[config.mk]
export PLATFORM = sky130hd
export DESIGN_NAME = aclk_time_counter_flat
export DESIGN_NICKNAME = d
export VERILOG_FILES = /design/src/rtl/aclk_pkg.sv /design/src/rtl/aclk_time_counter_if.sv /design/src/rtl/aclk_bcd_inc.sv /design/src/rtl/aclk_time_counter.sv /design/src/flat_wrapper.sv
export SDC_FILE = /design/constraint.sdc
export NUM_CORES = 1
export LEC_CHECK = 0
export ABC_AREA = 1
export CORE_MARGIN = 5
export CORE_UTILIZATION = 25
export DETAILED_ROUTE_END_ITERATION = 16
export GPL_TIMING_DRIVEN = 0
export SLEW_MARGIN = 20
export SYNTH_ARGS = -nofsm -noshare
export SYNTH_HDL_FRONTEND = slang
export SYNTH_SLANG_ARGS = --single-unit
[constraint.sdc]
create_clock -name clock -period 1.9 [get_ports clock]
set_input_delay 0.475 -clock clock [delete_from_list [all_inputs] [get_ports clock]]
set_output_delay 0.475 -clock clock [all_outputs]
set_load 0.05 [all_outputs]
[src/rtl/aclk_pkg.sv]
// rtl/aclk_pkg.sv - shared BCD time constants, time struct and validity check
package aclk_pkg;

   localparam int DIGIT_W = 4;

   localparam logic [DIGIT_W-1:0] MAX_LS          = 4'd9;
   localparam logic [DIGIT_W-1:0] MAX_MS_MIN      = 4'd5;
   localparam logic [DIGIT_W-1:0] MAX_MS_HR       = 4'd2;
   localparam logic [DIGIT_W-1:0] MAX_LS_HR_AT_20 = 4'd3;

   typedef struct packed {
      logic [DIGIT_W-1:0] ms_hr;
      logic [DIGIT_W-1:0] ls_hr;
      logic [DIGIT_W-1:0] ms_min;
      logic [DIGIT_W-1:0] ls_min;
   } bcd_time_t;

   // Legal 24 h HH:MM; also used by the alarm-set path.
   function automatic logic time_valid(input bcd_time_t t);
      logic ok;
      ok = (t.ls_min <= MAX_LS) && (t.ms_min <= MAX_MS_MIN) &&
           (t.ls_hr <= MAX_LS) && (t.ms_hr <= MAX_MS_HR);
      if ((t.ms_hr == MAX_MS_HR) && (t.ls_hr > MAX_LS_HR_AT_20))
         ok = 1'b0;
      return ok;
   endfunction

endpackage

[src/rtl/aclk_time_counter_if.sv]
// rtl/aclk_time_counter_if.sv - load/tick inputs and time/flag outputs of the time counter
interface aclk_time_counter_if;
   import aclk_pkg::*;

   logic               one_minute;
   logic               load_new_c;
   logic [DIGIT_W-1:0] new_current_time_ms_hr;
   logic [DIGIT_W-1:0] new_current_time_ls_hr;
   logic [DIGIT_W-1:0] new_current_time_ms_min;
   logic [DIGIT_W-1:0] new_current_time_ls_min;
   logic [DIGIT_W-1:0] current_time_ms_hr;
   logic [DIGIT_W-1:0] current_time_ls_hr;
   logic [DIGIT_W-1:0] current_time_ms_min;
   logic [DIGIT_W-1:0] current_time_ls_min;
   logic               day_wrap;
   logic               load_err;

   modport master (
      output one_minute, load_new_c,
             new_current_time_ms_hr, new_current_time_ls_hr,
             new_current_time_ms_min, new_current_time_ls_min,
      input  current_time_ms_hr, current_time_ls_hr,
             current_time_ms_min, current_time_ls_min,
             day_wrap, load_err
   );

   modport slave (
      input  one_minute, load_new_c,
             new_current_time_ms_hr, new_current_time_ls_hr,
             new_current_time_ms_min, new_current_time_ls_min,
      output current_time_ms_hr, current_time_ls_hr,
             current_time_ms_min, current_time_ls_min,
             day_wrap, load_err
   );

endinterface

[src/rtl/aclk_bcd_inc.sv]
// rtl/aclk_bcd_inc.sv - combinational HH:MM + 1 minute with day wrap flag
module aclk_bcd_inc
   import aclk_pkg::*;
(
   input  bcd_time_t i_time,
   output bcd_time_t o_time,
   output logic      o_wrap
);

   // Ripple carry from minutes units up to hours tens; 23:59 folds back to 00:00.
   always_comb begin
      o_time = i_time;
      o_wrap = 1'b0;
      if (i_time.ls_min == MAX_LS) begin
         o_time.ls_min = '0;
         if (i_time.ms_min == MAX_MS_MIN) begin
            o_time.ms_min = '0;
            if ((i_time.ms_hr == MAX_MS_HR) && (i_time.ls_hr == MAX_LS_HR_AT_20)) begin
               o_time.ls_hr = '0;
               o_time.ms_hr = '0;
               o_wrap       = 1'b1;
            end else if (i_time.ls_hr == MAX_LS) begin
               o_time.ls_hr = '0;
               o_time.ms_hr = i_time.ms_hr + 4'd1;
            end else begin
               o_time.ls_hr = i_time.ls_hr + 4'd1;
            end
         end else begin
            o_time.ms_min = i_time.ms_min + 4'd1;
         end
      end else begin
         o_time.ls_min = i_time.ls_min + 4'd1;
      end
   end

endmodule

[src/rtl/aclk_time_counter.sv]
// rtl/aclk_time_counter.sv - current time-of-day register with load, minute tick and pulse flags
module aclk_time_counter
   import aclk_pkg::*;
(
   input logic                clock,
   input logic                reset,
   aclk_time_counter_if.slave bus
);

   bcd_time_t r_time;
   logic      r_day_wrap;
   logic      r_load_err;

   bcd_time_t w_new_time;
   bcd_time_t w_inc_time;
   logic      w_inc_wrap;
   logic      w_new_valid;

   assign w_new_time.ms_hr  = bus.new_current_time_ms_hr;
   assign w_new_time.ls_hr  = bus.new_current_time_ls_hr;
   assign w_new_time.ms_min = bus.new_current_time_ms_min;
   assign w_new_time.ls_min = bus.new_current_time_ls_min;
   assign w_new_valid       = time_valid(w_new_time);

   aclk_bcd_inc u_inc (
      .i_time (r_time),
      .o_time (w_inc_time),
      .o_wrap (w_inc_wrap)
   );

   // Priority: reset, then load (which swallows a coincident tick even when rejected), then tick.
   always_ff @(posedge clock) begin
      if (!reset) begin
         r_time     <= '0;
         r_day_wrap <= 1'b0;
         r_load_err <= 1'b0;
      end else begin
         r_day_wrap <= 1'b0;
         r_load_err <= 1'b0;
         if (bus.load_new_c) begin
            if (w_new_valid)
               r_time <= w_new_time;
            else
               r_load_err <= 1'b1;
         end else if (bus.one_minute) begin
            r_time     <= w_inc_time;
            r_day_wrap <= w_inc_wrap;
         end
      end
   end

   assign bus.current_time_ms_hr  = r_time.ms_hr;
   assign bus.current_time_ls_hr  = r_time.ls_hr;
   assign bus.current_time_ms_min = r_time.ms_min;
   assign bus.current_time_ls_min = r_time.ls_min;
   assign bus.day_wrap            = r_day_wrap;
   assign bus.load_err            = r_load_err;

endmodule

[src/flat_wrapper.sv]
// flat-port wrapper written by rule: the top's interface ports become plain ports
module aclk_time_counter_flat import aclk_pkg::*;
  (clock, reset, bus_one_minute, bus_load_new_c, bus_new_current_time_ms_hr, bus_new_current_time_ls_hr, bus_new_current_time_ms_min, bus_new_current_time_ls_min, bus_current_time_ms_hr, bus_current_time_ls_hr, bus_current_time_ms_min, bus_current_time_ls_min, bus_day_wrap, bus_load_err);
  aclk_time_counter_if bus_i ();
  input logic clock;
  input logic reset;
  input wire logic [$bits(bus_i.one_minute)-1:0] bus_one_minute;
  input wire logic [$bits(bus_i.load_new_c)-1:0] bus_load_new_c;
  input wire logic [$bits(bus_i.new_current_time_ms_hr)-1:0] bus_new_current_time_ms_hr;
  input wire logic [$bits(bus_i.new_current_time_ls_hr)-1:0] bus_new_current_time_ls_hr;
  input wire logic [$bits(bus_i.new_current_time_ms_min)-1:0] bus_new_current_time_ms_min;
  input wire logic [$bits(bus_i.new_current_time_ls_min)-1:0] bus_new_current_time_ls_min;
  output wire logic [$bits(bus_i.current_time_ms_hr)-1:0] bus_current_time_ms_hr;
  output wire logic [$bits(bus_i.current_time_ls_hr)-1:0] bus_current_time_ls_hr;
  output wire logic [$bits(bus_i.current_time_ms_min)-1:0] bus_current_time_ms_min;
  output wire logic [$bits(bus_i.current_time_ls_min)-1:0] bus_current_time_ls_min;
  output wire logic [$bits(bus_i.day_wrap)-1:0] bus_day_wrap;
  output wire logic [$bits(bus_i.load_err)-1:0] bus_load_err;
  assign bus_i.one_minute = bus_one_minute;
  assign bus_i.load_new_c = bus_load_new_c;
  assign bus_i.new_current_time_ms_hr = bus_new_current_time_ms_hr;
  assign bus_i.new_current_time_ls_hr = bus_new_current_time_ls_hr;
  assign bus_i.new_current_time_ms_min = bus_new_current_time_ms_min;
  assign bus_i.new_current_time_ls_min = bus_new_current_time_ls_min;
  assign bus_current_time_ms_hr = bus_i.current_time_ms_hr;
  assign bus_current_time_ls_hr = bus_i.current_time_ls_hr;
  assign bus_current_time_ms_min = bus_i.current_time_ms_min;
  assign bus_current_time_ls_min = bus_i.current_time_ls_min;
  assign bus_day_wrap = bus_i.day_wrap;
  assign bus_load_err = bus_i.load_err;
  aclk_time_counter u_core (.clock(clock), .reset(reset), .bus(bus_i));
endmodule
==> flow_summary.ini, run 1 <==
[timing]
rsz0062_at_grt = false
skew_ns = 0.004346
slew_headroom = 0.6637
period_minus_slack_ns = 1.836
worst_pin_slew_ns = 0.5036
max_freq_ghz = 0.5448
fin_tns_setup_ns = 0
final_max_slew_viol_count = 0
worst_hold_slack_ns = 0.5018
report.final.hold_viol_count = 0
setup_violations = 0
finalCritPeriodShare = 0.9661

[worst_hold_path]
hold_depth = 2
hp-class = flip-flop to flip-flop
hp-start = u_core.bus.current_time_ms_min[3]

[yosys]
yosys.cell_count.top_type = nand2_1
synth_largest_area_cell = dfxtp_1
yosysTopAreaCellShare = 0.2849
ys_async_sr_fraction = 0
yosys-top-cells-count = 59 x nand2_1, 31 x nor2_1, 22 x inv_1
syn_inst = 205
synth_cell_types = 22
synth_area_per_cell_um2 = 6.171
ys_seq_area_frac = 0.2849
syn_nets = 229
synth_ff_type = dfxtp_1
yosys_warnings = 0
synth-edff-count = 0
ys_ff_latch = 18
synthTopCellsByArea = dfxtp_1 28%, nand2_1 18%, nor2_1 9.2%, nand3_1 7.1%, inv_1 6.5%
netlist_area_um2 = 1265

[worst_setup_path]
critical_path.top_delay_family = buffers and inverters
regToRegSetupSlack_ns = 0.22
reg2reg_depth = 10
crit_arrival_ns = 1.36
critPathKind = flip-flop to primary output
path_buf_inv = 1
rr_startpoint = u_core.bus.current_time_ls_hr[0]
crit_slowest_cell = clkdlybuf4s50_1
crit_chain = clkdlybuf4s50_1
required_ns = 1.42
crit_end = bus_load_err
crit-reg2reg-capture = u_core.bus.current_time_ms_hr[1]
cpPeakStageDelay_ns = 0.79
cp_num_cells = 1
worstSetupStartpointType = flip-flop
cp_max_fo = 1
startpoint = u_core.bus.load_err
end_kind = primary output

[clock_network]
cts_tree = built
cts.reportedPaths.clkPinSlew_ns = 0.07
cts.sinks = 18
hold_buffers = 0
cts_buffers = 3
cts_root_buf = clkbuf_8
cts_buffer_depth = 2
cts_max_level = 1
cts_setup_buffers = 0
insertion_delay_ns = 0.26

[placement]
dp_hpwl_mm = 2.800
dp.cells = 309
place_area_um2 = 1719
portBuffers = 37
finalWeightedCongestion = 0.8401

[pwr]
max-vdd-ir-drop_mv = 0.2227
power.density_nw_per_um2 = 573.7
p_leak_nw = 0.8756

[drt]
vias = 1422
detail-route-antenna-nets = 0
viasPerCell = 4.543
dr.first_iter.drc_count = 117
drtPass1Iterations = 4
wl_per_cell_um = 11.66
wl_mm = 3.650
drc = 0

[cells_and_area]
seq_area_um2 = 360.3
stdcell_area_um2 = 1764
nets = 271
final_layout_size_suffix_gt1_frac = 0.07317
area_growth_pct = 39.47
nFillCells = 554
diodes = 0
multi_input_area_um2 = 794.5
layout.cells.non_filler = 313

[grt]
grt_pass1_wl_mm = 6.182
antenna_found_initial = 0
grt_use_total = 0.1183
grt_pass1_vias = 1324
grt_overflow = 0
grt_max_degree = 11

[floorplanning]
die_w_um = 81.13
row_count = 25
die_y_um = 81.13
start_util = 0.2626
io_pins = 38
die_area_um2 = 6582
core_um2 = 4817

[job]
cap_violations = 0

[run_status]
run_status = complete, no violations
stage by stage:
stage            util  setup WS [ns]  total power, W
2_1_floorplan       -         0.1288       0.0005976
3_3_place_gp   0.3569        -0.1534       0.0007067
3_5_place_dp   0.3569        -0.1638       0.0007072
4_1_cts        0.3642        0.04394        0.001026
5_1_grt        0.3662       0.007577        0.001081
6_report       0.3662        0.06434        0.001012
cell usage in the layout, fill, tap and decap left out:
master,count
nand3_4,2
nor4_1,1
dlymetal6s2s_1,1
xnor2_1,1
a21boi_0,1
dfxtp_1,18
o22ai_1,4
nand2_2,1
inv_1,22
nand3_1,18
dlygate4sd2_1,16
nor2_4,1
a21oi_4,1
clkbuf_8,4
o21ai_0,9
clkdlybuf4s50_1,20
ha_1,4
nand2_1,58
nand2_4,1
nor2_1,31
nand4_1,4
a21oi_1,10
inv_2,4
o21ai_1,3
xor2_1,4
buf_2,4
nand3b_1,3
final cells by class:
class / count / share of cell area
Buffer: 4 / 0.01135
Inverter: 26 / 0.05532
Tap cell: 67 / 0.04752
Timing Repair Buffer: 37 / 0.2000
Sequential cell: 18 / 0.2043
Multi-Input combinational cell: 157 / 0.4504
Clock buffer: 4 / 0.03121
how the worst min path moves through the flow:
stage                                        endpoint  slack [ns]
finish              u_core.bus.current_time_ms_min[3]        0.50
global placement    u_core.bus.current_time_ms_min[3]        0.49
detailed placement  u_core.bus.current_time_ms_min[3]        0.50
global route        u_core.bus.current_time_ms_min[3]        0.54
floorplan           u_core.bus.current_time_ls_min[2]        0.61
CTS                 u_core.bus.current_time_ms_min[3]        0.51
cells by family (layout without fill, tap and decap cells):
logic type	Yosys count	count (layout)	share of synthesized area
AND/OR/NAND/NOR	120	120	0.4224
buffers and inverters	30	71	0.09298
AO/OA/AOI/OAI	28	28	0.1256
flip-flops	18	18	0.2849
XOR/XNOR	5	5	0.03462
adder cells (fa/ha/maj)	4	4	0.03957
metal layers:
metal / track usage / part of all wire / vias up
li1: - / - / 742
met1: 0.1592 / 0.47 / 643
met2: 0.1938 / 0.46 / 35
met3: 0.02993 / 0.059 / 2
met4: 0.01858 / 0.0055 / 0
met5: 0 / 0 / -
flip-flops by register name, summed over array words and instances, names as in the netlist:
| name | cells |
|---|---|
| u_core.bus.current_time_ls_hr | 4 |
| u_core.bus.current_time_ls_min | 4 |
| u_core.bus.current_time_ms_hr | 4 |
| u_core.bus.current_time_ms_min | 4 |
| u_core.bus.day_wrap | 1 |
| u_core.bus.load_err | 1 |
where the power goes:
group | internal, W | leakage [nW] | switching [W] | total (W)
clock network | 0.000184 | 0.0288 | 0.000140 | 0.000324
logic | 0.000102 | 0.700 | 0.000168 | 0.000269
registers | 0.000394 | 0.147 | 0.0000246 | 0.000419
timing repair:
item / in CTS / in global routing
resized for setup: 16 / 3
endpoints found under the hold margin: 0 / 0
setup endpoints to repair: 16 / 10
Note: power is estimated with default switching activity, not from simulation.
==> inputs of run 2 (changes only) <==
CORE_MARGIN = 2   (was 5)
==> flow_summary.ini, run 2 (synthesized netlist as in run 1, its figures left out) <==
[timing]
period_minus_slack_ns = 1.834
slew_headroom = 0.6724
rsz0062_at_grt = false
final_max_slew_viol_count = 0
finalCritPeriodShare = 0.9654
skew_ns = 0.002868
setup_violations = 0
max_freq_ghz = 0.5452
worst_pin_slew_ns = 0.4899
report.final.hold_viol_count = 0

[floorplanning]
start_util = 0.2643
die_area_um2 = 5645
die_w_um = 75.13
die_y_um = 75.13
row_count = 25
core_um2 = 4786
io_pins = 38

[worst_setup_path]
path_buf_inv = 1
critical_path.top_delay_family = buffers and inverters
regToRegSetupSlack_ns = 0.26
cp_max_fo = 1
crit_arrival_ns = 1.36
crit-reg2reg-capture = u_core.bus.current_time_ms_hr[1]
crit_chain = clkdlybuf4s50_1
crit_end = bus_load_err
cp_num_cells = 1
rr_startpoint = u_core.bus.current_time_ls_hr[0]
critPathKind = flip-flop to primary output
crit_slowest_cell = clkdlybuf4s50_1
startpoint = u_core.bus.load_err
cpPeakStageDelay_ns = 0.79
worstSetupStartpointType = flip-flop
required_ns = 1.42
reg2reg_depth = 11
end_kind = primary output

[job]
cap_violations = 0

[cells_and_area]
final_layout_size_suffix_gt1_frac = 0.06939
mostFrequentLayoutCells = 58 x nand2_1, 31 x nor2_1, 22 x inv_1, 21 x clkdlybuf4s50_1
nFillCells = 538
final_common_cell = nand2_1
diodes = 0
layout.cells.non_filler = 312
nets = 271
area_growth_pct = 37.78

[grt]
antenna_found_initial = 0
grt_overflow = 0
grt_max_degree = 11
grt_pass1_vias = 1256
grt_use_total = 0.1338
grt_pass1_wl_mm = 5.768

[worst_hold_path]
hp-start = u_core.bus.current_time_ms_min[3]
hp-class = flip-flop to flip-flop
hold_depth = 2

[placement]
portBuffers = 37
finalWeightedCongestion = 0.8594
dp.cells = 309
dp_hpwl_mm = 2.627

[clock_network]
cts_resized = 16
cts_root_buf = clkbuf_8
cts_max_level = 1
cts_buffer_depth = 2
cts_tree = built
cts.reportedPaths.clkPinSlew_ns = 0.07
cts_buffers = 3
hold_buffers = 0
cts_setup_buffers = 0
cts.sinks = 18
insertion_delay_ns = 0.25

[drt]
dr.first_iter.drc_count = 97
wl_per_cell_um = 11.10
wl_mm = 3.463
drc = 0
detail-route-antenna-nets = 0
drtPass1Iterations = 4
vias = 1335
viasPerCell = 4.279

[pwr]
max-vdd-ir-drop_mv = 0.4316
p_comb_frac = 0.281
netSwitchingPower_w = 0.0003181
power.density_nw_per_um2 = 547.8
intPower_w = 0.0006366
power.share.clock = 0.281
pwr-share-seq = 0.438
p_leak_nw = 0.8486
p_sw_frac = 0.3332
power.total_w = 0.0009547

[run_status]
run_status = complete, no violations
## run 2: power groups by stage
stage / sequential (W) / clock (W) / combinational [W]
finish: 0.000419 / 0.000268 / 0.000268
detailed placement: 0.000428 / 0 / 0.000279
CTS: 0.000418 / 0.000286 / 0.000270
floorplan: 0.000483 / 0 / 0.000115
global route: 0.000423 / 0.000299 / 0.000297
global placement: 0.000428 / 0 / 0.000279
## run 2: worst register-to-register path: cells and delay by family, from the launching register on
| kind | cells | cell delay, ns |
|---|---|---|
| buf+inv | 2 | 0.12 |
| fa+ha+maj | 1 | 0.23 |
| flops | 1 | 0.43 |
| simple gates | 8 | 0.81 |
## run 2: metal layers
layer  vias to the layer above  part of all wire  routed length (µm)  global-route usage
met5                         -                 0                   0                   0
met4                         0            0.0058                  20             0.01754
met3                         2             0.044                 152             0.03748
met2                        27              0.45                1563              0.2232
met1                       567              0.50                1726              0.1777
li1                        739                 -                   -                   -
## run 2: cell type report
class | count | area [µm²] | share of cell area
sequential | 18 | 360.3 | 0.2067
inverter | 26 | 97.59 | 0.05599
buffer | 4 | 20.02 | 0.01149
timing repair buffer | 37 | 350.3 | 0.2010
clock buffer | 3 | 41.29 | 0.02369
tap | 67 | 83.83 | 0.04810
multi-input combinational | 157 | 789.5 | 0.4530
## run 2: how the worst min path moves through the flow
stage / end / slack, ns
CTS: u_core.bus.current_time_ms_min[3] / 0.50
finish: u_core.bus.current_time_ms_min[3] / 0.50
global route: u_core.bus.current_time_ms_min[3] / 0.54
floorplan: u_core.bus.current_time_ls_min[2] / 0.61
detailed placement: u_core.bus.current_time_ms_min[3] / 0.49
global placement: u_core.bus.current_time_ms_min[3] / 0.49
## run 2: stage by stage
step                      area, µm²  hold WS (ns)  worst slack [ns]  utilization  TNS (ns)
final                          1743        0.5000           0.06576       0.3642         0
after global routing           1743        0.5368           0.01859       0.3642         0
after CTS                      1740        0.5025           0.05417       0.3637         0
after detailed placement       1719        0.4871           -0.1741       0.3592    -1.627
after global placement         1719        0.4900           -0.1730       0.3592    -1.622
after floorplan                1265        0.6107            0.1288            -         0
